**config.mk**
```make
export PLATFORM = sky130hd
export DESIGN_NAME = serial_subtractor
export DESIGN_NICKNAME = d
export VERILOG_FILES = /design/src/rtl/serial_sub_pkg.sv /design/src/rtl/full_subtractor.sv /design/src/rtl/serial_subtractor.sv
export SDC_FILE = /design/constraint.sdc
export NUM_CORES = 1
export LEC_CHECK = 0
export CAP_MARGIN = 25
export CORE_AREA = 2 2 45 55
export DETAILED_ROUTE_END_ITERATION = 7
export DIE_AREA = 0 0 47 57
export PLACE_DENSITY = 0.74
export SYNTH_ARGS = -nofsm -noshare
export SYNTH_HDL_FRONTEND = slang
export SYNTH_SLANG_ARGS = --single-unit
export TNS_END_PERCENT = 30
```
**constraint.sdc**
```tcl
create_clock -name clk -period 1.35 [get_ports clk]
set_clock_uncertainty 0.05 [all_clocks]
set_input_delay 0.27 -clock clk [delete_from_list [all_inputs] [get_ports clk]]
set_output_delay 0.27 -clock clk [all_outputs]
set_load 0.02 [all_outputs]
```
**src/rtl/serial_sub_pkg.sv**
```systemverilog
// Shared types and defaults for the bit-serial subtractor.
package serial_sub_pkg;

  typedef enum logic [1:0] {
    IDLE  = 2'd0,
    SHIFT = 2'd1,
    DONE  = 2'd2
  } state_t;

  localparam int DEFAULT_WIDTH = 4;

endpackage

```
**src/rtl/full_subtractor.sv**
```systemverilog
// One-bit full subtractor cell: d = a - b - bin, with borrow-out.
module full_subtractor (
  input  logic a,
  input  logic b,
  input  logic bin,
  output logic d,
  output logic bout
);

  assign d    = a ^ b ^ bin;
  assign bout = (~a & b) | (~(a ^ b) & bin);

endmodule

```
**src/rtl/serial_subtractor.sv**
```systemverilog
// Bit-serial WIDTH-bit subtractor: computes r1 - r2 - bi LSB-first, one bit per
// clock, with valid/ready handshakes on both the operand and result sides.
module serial_subtractor
  import serial_sub_pkg::*;
#(
  parameter int WIDTH = DEFAULT_WIDTH
) (
  input  logic             clk,
  input  logic             reset,
  input  logic             in_valid,
  output logic             in_ready,
  input  logic [WIDTH-1:0] r1,
  input  logic [WIDTH-1:0] r2,
  input  logic             bi,
  output logic             out_valid,
  input  logic             out_ready,
  output logic [WIDTH-1:0] result,
  output logic             borrow
);

  localparam int              CW       = (WIDTH > 1) ? $clog2(WIDTH) : 1;
  localparam logic [CW-1:0]   CNT_LAST = CW'(WIDTH - 1);

  state_t            state_q, state_d;
  logic [CW-1:0]     cnt_q, cnt_d;
  logic [WIDTH-1:0]  a_q, a_d, b_q, b_d, r_q, r_d;
  logic              br_q, br_d;
  logic [WIDTH-1:0]  result_q, result_d;
  logic              borrow_q, borrow_d;
  logic              cell_d, cell_bout;

  full_subtractor u_cell (
    .a    (a_q[0]),
    .b    (b_q[0]),
    .bin  (br_q),
    .d    (cell_d),
    .bout (cell_bout)
  );

  // NOTE: sequential state uses non-blocking assignments so every register
  // samples the pre-edge values, independent of statement order.
  always_ff @(posedge clk) begin
    if (reset) state_q <= IDLE;
    else       state_q <= state_d;
  end

  // NOTE: every always_comb output gets a default first, so no path can
  // leave it unassigned and infer a latch.
  always_comb begin
    state_d = state_q;
    unique case (state_q)
      IDLE:    if (in_valid)          state_d = SHIFT;
      SHIFT:   if (cnt_q == CNT_LAST) state_d = DONE;
      DONE:    if (out_ready)         state_d = IDLE;
      default:                        state_d = IDLE;
    endcase
  end

  always_comb begin
    in_ready  = (state_q == IDLE);
    out_valid = (state_q == DONE);
  end

  always_comb begin
    cnt_d    = cnt_q;
    a_d      = a_q;
    b_d      = b_q;
    r_d      = r_q;
    br_d     = br_q;
    result_d = result_q;
    borrow_d = borrow_q;
    unique case (state_q)
      IDLE: begin
        if (in_valid) begin
          a_d   = r1;
          b_d   = r2;
          br_d  = bi;
          cnt_d = '0;
        end
      end
      SHIFT: begin
        a_d   = a_q >> 1;
        b_d   = b_q >> 1;
        r_d   = {cell_d, r_q[WIDTH-1:1]};
        br_d  = cell_bout;
        cnt_d = cnt_q + 1'b1;
        // Publish only on the final bit so result/borrow never show partial sums.
        if (cnt_q == CNT_LAST) begin
          result_d = {cell_d, r_q[WIDTH-1:1]};
          borrow_d = cell_bout;
        end
      end
      default: ;
    endcase
  end

  always_ff @(posedge clk) begin
    if (reset) begin
      cnt_q    <= '0;
      a_q      <= '0;
      b_q      <= '0;
      r_q      <= '0;
      br_q     <= 1'b0;
      result_q <= '0;
      borrow_q <= 1'b0;
    end else begin
      cnt_q    <= cnt_d;
      a_q      <= a_d;
      b_q      <= b_d;
      r_q      <= r_d;
      br_q     <= br_d;
      result_q <= result_d;
      borrow_q <= borrow_d;
    end
  end

  assign result = result_q;
  assign borrow = borrow_q;

endmodule

```
=== After elaboration in Yosys (flattened, before gate mapping) ===
Cells that the tools add are included.

* Add/subtract/negate cells: 1
* $mul: 0
* Div/mod/pow operators: 0
* $lt $le $gt $ge: 0
* Equality and inequality tests: 6
* Shifts and indexed selects: 0
* Multiplexer cells: 12
* Bitwise logic cells: 7
* Reduce and logical (&&, ||, !) cells: 5

{| class="wikitable"
|+ Operator list
! cell !! count
|-
| 4-bit one-hot mux with 2 select lines || 2
|-
| 2-bit two-way mux || 4
|-
| 4-bit two-way mux || 2
|-
| 2-bit one-hot mux with 3 select lines || 1
|-
| 2-bit equality test (second input constant) || 2
|-
| 2-bit inequality test (second input constant) || 2
|-
| 2-bit one-hot mux with 2 select lines || 1
|-
| 2-bit AND reduction || 2
|-
| 3-bit AND reduction || 1
|-
| 2-bit by 1-bit adder with 2-bit output (second input constant) || 1
|-
| 1-bit bitwise AND || 2
|-
| 2-bit by 1-bit equality test with 1-bit output (second input constant) || 1
|-
| 2-bit zero test || 1
|-
| 2-bit by 1-bit inequality test with 1-bit output (second input constant) || 1
|-
| 1-bit inverter || 2
|-
| 1-bit one-hot mux with 2 select lines || 1
|-
| 2-bit nonzero test || 1
|-
| 1-bit XOR || 2
|-
| 1-bit two-way mux || 1
|-
| 1-bit OR || 1
|}

* Register bits after elaboration: 22
* Bits in latches: 0
* Memory bits (writable): 0
* Memory bits (read-only): 0
* Bits of input ports: 13
* Output and inout bits: 7
* Logic and storage cells: 39
* Memories: 0

=== Longest topological paths before layout ===
Gate-level depths: netlist (run 1).

* Depth in word-level cells: 5
* Depth in mapped cells: 5
* Depth with buffers taken out: 4

=== By module ===
A second synthesis (run 1) with hierarchy kept.

* Cell total of the unflattened synthesis: 92
* Area total of the unflattened synthesis: 888.4 um^2

{| class="wikitable"
|+ Modules (own cells, without submodules)
! module !! times used !! cells each !! area each (um^2) !! seq. area each (um^2)
|-
| serial_subtractor || 1 || 88 || 857.1 || 420.4
|-
| full_subtractor || 1 || 4 || 31.3 || 0.0
|}

=== Worst setup path before layout (run 1) ===
OpenSTA, ideal clock, no wires.

* Path type: register to register
* Start point: register state_q[0]
* End point: register br_q
* Setup time: 0.119 ns
* Data arrival time: 1.134 ns
* Required time: 1.181 ns
* Setup slack: 0.047 ns
* Stages on the path, launching flop included: 5
* Buffers on the path: 2
* Period minus slack after synthesis: 1.303 ns
* Cell sequence: dfxtp_1 -> buf_6 -> or3b_1 -> buf_2 -> o221a_1

* Cells in the longest elaborated chain, start to end: 3
* Elaborated cells on any way between the ends: 6
* Classes of those cells: eq/ne: 2; mux: 1; reduce/logical: 3

{| class="wikitable"
|+ Ends and longest elaborated chain
! what !! RTL line !! RTL
|-
| from (decl) || serial_subtractor.sv:24 || <nowiki>state_t state_q, state_d;</nowiki>
|-
| from (signal assigned) || serial_subtractor.sv:44 || <nowiki>else state_q <= state_d;</nowiki>
|-
| 2-bit by 1-bit equality test with 1-bit output / 2-bit zero test (equally long branches) || serial_subtractor.sv:72 || <nowiki>unique case (state_q)</nowiki>
|-
| 2-bit nonzero test (no line) / 2-bit inequality test (equally long branches) || n/a ||
|-
| 2-bit AND reduction (no line) || n/a ||
|-
| to (signal assigned) || serial_subtractor.sv:111 || <nowiki>br_q <= br_d;</nowiki>
|-
| to (decl) || serial_subtractor.sv:27 || <nowiki>logic br_q, br_d;</nowiki>
|}

Several ways; a longest one is shown, not always the timed one.
A chain may end at the register's enable or synchronous reset.

=== Worst setup path after layout (run 1) ===
Same ends and word-level chain as after synthesis.

==> flow_summary.json, run 1 <==
{
  "cp-endpoint": "br_q",
  "violated_checks": "negative setup slack",
  "hold_ws_ns": 0.4039,
  "worst_setup_path_start_kind": "register",
  "synth.ff_latch_count": 21,
  "outcome": "finished, violations left",
  "arrival_time_of_data_at_the_critical_path_endpoint_ns": 1.50,
  "routed_wirelength_um": 1864,
  "timing.max_slew.rel_slack": 0.7919,
  "critPathCaptureType": "register",
  "met1_global_route_usage": 0.1730,
  "seq_power_share": 0.575,
  "cp.required_ns": 1.50,
  "grt_use_total": 0.1561,
  "layout_setup_ws_ns": -0.003566,
  "hold_violations": 0,
  "postSynthCellCount": 100,
  "synth_async_sr_flop_share": 0,
  "synth_cell_type_count": 25,
  "syn_area_per_cell_um2": 8.621,
  "filler_cell_count": 224,
  "synth_seq_area_share": 0.4877,
  "switching_share": 0.2559,
  "met3_usage_in_global_routing": 0.02215,
  "detailedPlacementHpwl_um": 1289,
  "critical_path.n_buffers_inverters": 1,
  "clock_sink_count": 21,
  "comb_power_share": 0.170,
  "cts_tree": "yes",
  "worst_hold_path_class": "register to register",
  "worst_path_max_delay_cell": "or3b_4",
  "p_sw_mw": 0.2997,
  "io-pin-count": 20,
  "floorplan.rows": 19,
  "mappedNetlistArea_um2": 862.1,
  "vias_per_cell": 4.929,
  "clock_path_buffers": 2,
  "dr.first_iter.drc_count": 12,
  "power.share.clock": 0.255,
  "numCtsBuffers": 3,
  "fin_nets": 141,
  "detailedRoute.firstPassIterationCount": 4,
  "clkLatencyLatePin_ns": 0.30,
  "r2r.worst_path.cells": 3,
  "cts_max_level": 1,
  "area_post_placement_um2": 1130,
  "global_routing_s_busiest_layer": "met2",
  "grt.met2_usage": 0.2524,
  "floorplan.core_area_um2": 2187,
  "critPathTopFamily": "simple AND/OR/NAND/NOR gates",
  "path_cells": "buf_4 -> or3b_4 -> o221a_1",
  "syn-num-nets": 115,
  "finalSetupViolations": 1,
  "peakVddDrop_v": 0.0006586,
  "grt_pass1_wl_um": 2967,
  "die-width_um": 47,
  "fp.dieArea_um2": 2679,
  "grt_max_degree": 22,
  "finish.instance_area_um2": 1179,
  "global_route.overflow_total": 0,
  "regToRegEndpoint": "br_q",
  "timing.final.crit_period_ns": 1.354,
  "initial_utilization": 0.3942,
  "port-buffer-count": 19,
  "multiInputGateArea_um2": 421.7,
  "timing.setup.critical_path_class": "register to register",
  "ys_warn_count": 0,
  "area_taken_by_flip_flops_and_latches_um2": 424.2,
  "synth_edf_count": 0,
  "gp_congestion": 0.7792,
  "timing_worst_slew_pin_value_ns": 0.3115,
  "rsz0062_at_grt": "yes",
  "drt-wirelength-per-cell_um": 11.95,
  "drc": 0,
  "worst_setup_path_startpoint": "state_q[0]",
  "static-leakage-power_nw": 0.4590,
  "clockRootBuffer": "clkbuf_4",
  "routed-via-count": 769,
  "crit_fanout": 7,
  "p_int_mw": 0.8717,
  "initial_antenna_violation_count": 0,
  "regToRegSetupSlack_ns": -0.004,
  "antennaDiodeCount": 0,
  "timing.final.crit_share": 1.003,
  "total_power_mw": 1.171,
  "critical-path-max-stage-delay_ns": 0.44,
  "crit-reg2reg-launch": "state_q[0]",
  "fmax_mhz": 738.8,
  "timing.critical_path.depth": 3,
  "clkTransAtPathRegs_ns": 0.11,
  "setup-tns-final_ns": -0.003566,
  "pwr_density_cell_nw_per_um2": 993.9,
  "area_growth_syn_to_layout_pct": 36.72,
  "final_antenna_net_count": 0,
  "post_route_cells_drive_above_1_share": 0.2080,
  "dieHeight_um": 57,
  "synth-main-ff-cell": "dfxtp_1",
  "timing.final.max_slew_violations": 0,
  "grt_pass1_vias": 725,
  "timing.max_cap.violations": 0
}
## tightest hold or removal path, stage by stage, from the launching register on
cell and delay, ns:
dfxtp_1 0.32, nand2_1 0.05, a21oi_1 0.05
## cell usage in the layout (no fill, tap or decap), drive strengths merged
cell and n:
a2111oi 1, a211oi 2, a21oi 10, a22oi 3, a311oi 1, buf 11
clkbuf 4, clkdlybuf4s15 3, clkdlybuf4s50 12, dfxtp 21, dlygate4sd2 2, fa 1
ha 1, inv 2, nand2 10, nand2b 2, nand3 4, nand3b 1
nor2 22, nor2b 2, nor3b 1, nor4 5, o21ba 1, o21bai 1
o221a 1, or3b 1
## sequential cells by signal (all words and copies together), names as in the netlist
register,flops
a_q,4
b_q,4
borrow,1
br_q,1
cnt_q,2
r_q,3
result,4
state_q,2
## synth_stat cells (all sizes together) (2+ instances only)
library cell | instances | area [µm²]
clkbuf | 2 | 7.510
inv | 2 | 7.510
a21oi | 10 | 50.05
buf | 5 | 33.78
nor2b | 2 | 12.51
a211oi | 2 | 15.01
nand2b | 2 | 12.51
nor4 | 5 | 31.28
nand3 | 4 | 20.02
nand2 | 10 | 37.54
dfxtp | 21 | 420.4
nor2 | 22 | 82.58
a22oi | 3 | 22.52
## how the worst min path moves through the flow
stage	startpoint	endpoint	depth (start not counted)	slack (ns)
finish	result[3]	result[3]	2	0.40
global route	result[1]	result[1]	2	0.43
CTS	result[3]	result[3]	2	0.41
detailed placement	result[3]	result[3]	2	0.40
global placement	result[0]	result[0]	2	0.39
floorplan	reset	b_q[0]	1	0.29
## power groups by stage
stage | sequential [mW] | combinational [mW] | clock (mW)
finish | 0.674 | 0.199 | 0.299
global route | 0.679 | 0.220 | 0.345
CTS | 0.673 | 0.190 | 0.315
detailed placement | 0.687 | 0.187 | 0
global placement | 0.685 | 0.179 | 0
floorplan | 0.682 | 0.112 | 0
## logic make-up (layout without fill, tap and decap cells)
logic type	after synthesis	count (layout)	share of synthesized area
AND/OR/NAND/NOR	48	48	0.2555
flip-flops	21	21	0.4877
AO/OA/AOI/OAI	20	20	0.1625
buffers and inverters	9	34	0.05661
adder cells (fa/ha/maj)	2	2	0.03773
## through the flow
step	utilization	std cells	setup WS (ns)
2_1_floorplan	-	100	0.04730
3_3_place_gp	0.5166	152	-0.3095
3_5_place_dp	0.5166	152	-0.3319
4_1_cts	0.5275	156	0.00009648
5_1_grt	0.5389	156	-0.03963
6_report	0.5389	156	-0.003566
## repair_timing
item	4_1_cts	5_1_grt
setup endpoints to repair	9	15
gates resized for setup	15	13
pin swaps	1	1
hold buffers	0	0
hold endpoints to repair	0	0
buffers inserted	0	0
## layout make-up
type / instances / area share
multi-input combinational: 70 / 0.3577
sequential: 21 / 0.3599
clock buffer: 4 / 0.02229
tap: 31 / 0.03291
inverter: 2 / 0.006369
timing repair buffer: 28 / 0.2208
## per-layer routing
layer / vias up / wire length [µm] / share of wire
met5: - / 0 / 0
met4: 0 / 82 / 0.044
met3: 9 / 59 / 0.032
met2: 22 / 958 / 0.51
met1: 346 / 764 / 0.41
li1: 392 / - / -
Power figures use the tool's default switching activity.
==> inputs of run 2 (changes only) <==
--- a/config.mk
+++ b/config.mk
@@ -10,6 +10,7 @@
 export DETAILED_ROUTE_END_ITERATION = 7
 export DIE_AREA = 0 0 47 57
 export PLACE_DENSITY = 0.74
+export SLEW_MARGIN = 20
 export SYNTH_ARGS = -nofsm -noshare
 export SYNTH_HDL_FRONTEND = slang
 export SYNTH_SLANG_ARGS = --single-unit
==> results of run 2 <==
Same layout as run 1: the final DEF is identical, and so are final timing and power.
==> inputs of run 3 (changes only) <==
--- a/config.mk
+++ b/config.mk
@@ -9,7 +9,8 @@
 export CORE_AREA = 2 2 45 55
 export DETAILED_ROUTE_END_ITERATION = 7
 export DIE_AREA = 0 0 47 57
-export PLACE_DENSITY = 0.74
+export PLACE_DENSITY = 0.69
+export SKIP_LAST_GASP = 1
 export SLEW_MARGIN = 20
 export SYNTH_ARGS = -nofsm -noshare
 export SYNTH_HDL_FRONTEND = slang
==> run 3 against run 2 <==
  * The flow still finishes with violations (negative setup slack)
  * Worst hold slack better by 0.0041 ns
  * Critical path depth unchanged
  * Sequential cell count is the same
  * Highest routed layer unchanged
==> flow_summary.json, run 3 (synthesis gave the netlist of run 1 again) <==
{
  "r2r.worst_path.cells": 3,
  "static-leakage-power_nw": 0.5284,
  "cts_max_level": 1,
  "violated_checks": "negative setup slack",
  "numCtsBuffers": 3,
  "setup-tns-final_ns": -0.1378,
  "place_inst": 153,
  "path_cells": "buf_4 -> or3b_1 -> o221a_1",
  "dieHeight_um": 57,
  "floorplan.rows": 19,
  "regToRegSetupSlack_ns": -0.07,
  "gp_congestion": 0.7572,
  "finalSetupViolations": 5,
  "worst_hold_path_class": "register to register",
  "fp.dieArea_um2": 2679,
  "routed-via-count": 759,
  "drt-wirelength-per-cell_um": 10.73,
  "final_common_cell": "nor2_1",
  "critical_path.n_buffers_inverters": 1,
  "fmax_mhz": 703.2,
  "cp.required_ns": 1.52,
  "timing.max_slew.rel_slack": 0.8114,
  "cp-endpoint": "br_q",
  "clockRootBuffer": "clkbuf_4",
  "post_route_cells_drive_above_1_share": 0.1667,
  "grt_use_total": 0.1424,
  "layout_setup_ws_ns": -0.07211,
  "critPathTopFamily": "simple AND/OR/NAND/NOR gates",
  "post_layout_nonfiller_instances": 157,
  "hold_violations": 0,
  "grt_pass1_wl_um": 2822,
  "die-width_um": 47,
  "grt_pass1_vias": 712,
  "worst_setup_path_start_kind": "register",
  "hold_depth": 2,
  "clkLatencyLatePin_ns": 0.31,
  "detailedRoute.firstPassIterationCount": 4,
  "cts_tree": "yes",
  "worst_setup_path_startpoint": "state_q[0]",
  "fin_nets": 142,
  "timing.final.crit_period_ns": 1.422,
  "crit_fanout": 7,
  "timing.final.crit_share": 1.053,
  "regToRegEndpoint": "br_q",
  "vias_per_cell": 4.834,
  "rsz0062_at_grt": "yes",
  "timing.final.max_slew_violations": 0,
  "routed_wirelength_um": 1685,
  "clock_sink_count": 21,
  "outcome": "finished, violations left",
  "cts_setup_buffers": 0,
  "initial_antenna_violation_count": 0,
  "cts_hold_buf": 0,
  "dr.first_iter.drc_count": 8,
  "clkTransAtPathRegs_ns": 0.12,
  "initial_utilization": 0.3942,
  "drc": 0,
  "detailedPlacementHpwl_um": 1274,
  "grt_max_degree": 22,
  "timing.setup.critical_path_class": "register to register",
  "pwr_density_cell_nw_per_um2": 986.0,
  "global_route.overflow_total": 0,
  "most-common-layout-cells": "nor2_1 (22), dfxtp_1 (20), clkdlybuf4s50_1 (12)",
  "timing.max_cap.violations": 0,
  "critPathCaptureType": "register",
  "timing_worst_slew_pin_value_ns": 0.2829,
  "timing.critical_path.depth": 3,
  "worst_path_max_delay_cell": "or3b_1",
  "clock_path_buffers": 2,
  "critical-path-max-stage-delay_ns": 0.49,
  "area_growth_syn_to_layout_pct": 37.74,
  "arrival_time_of_data_at_the_critical_path_endpoint_ns": 1.59,
  "floorplan.core_area_um2": 2187,
  "total_power_mw": 1.171,
  "port-buffer-count": 19,
  "peakVddDrop_v": 0.0006002,
  "final_antenna_net_count": 0,
  "io-pin-count": 20,
  "antennaDiodeCount": 0,
  "crit-reg2reg-launch": "state_q[0]"
}
==> run 3: worst reg2reg max path: cells and delay by family (launching register included) <==
family	cells	cell delay, ns
DFF	1	0.36
buffers and inverters	1	0.15
and+or+nand+nor	1	0.49
AOI/OAI and AO/OA	1	0.28
==> run 3: per-layer routing <==
metal,routed length (µm),GRT usage
met5,0,0
met4,34,0.06746
met3,62,0.03165
met2,793,0.2270
met1,794,0.1767
==> run 3: per-stage QoR <==
stage | cell area, µm² | hold WS (ns) | util | worst slack [ns]
6_report | 1187 | 0.4080 | 0.5429 | -0.07211
5_1_grt | 1187 | 0.4395 | 0.5429 | -0.1261
4_1_cts | 1166 | 0.4159 | 0.5332 | -0.2476
3_5_place_dp | 1137 | 0.3981 | 0.5200 | -0.3253
3_3_place_gp | 1137 | 0.3932 | 0.5200 | -0.3038
2_1_floorplan | 862.1 | 0.2889 | - | 0.04730
==> run 3: final cells by class <==
type	instances	area (µm²)
tap	31	38.79
inverter	2	7.507
clock inverter	1	7.507
sequential	21	421.7
clock buffer	3	22.52
timing repair buffer	29	285.3
multi-input combinational	70	404.1
fill	218	999.7
==> run 3: where the power goes <==
group / switching [mW] / internal [mW] / leakage (nW)
sequential: 0.0205 / 0.653 / 0.173
clock: 0.200 / 0.113 / 0.0139
combinational: 0.0869 / 0.0972 / 0.342
==> run 3: how the worst min path moves through the flow <==
stage	start	to	slack, ns
CTS	result[3]	result[3]	0.42
global route	result[0]	result[0]	0.44
global placement	result[2]	result[2]	0.39
detailed placement	result[3]	result[3]	0.40
floorplan	reset	b_q[0]	0.29
finish	result[3]	result[3]	0.41
==> run 3: timing repair <==
item,in CTS,in global routing
gates resized for setup,5,12
setup endpoints to repair,10,23
gates cloned,0,0
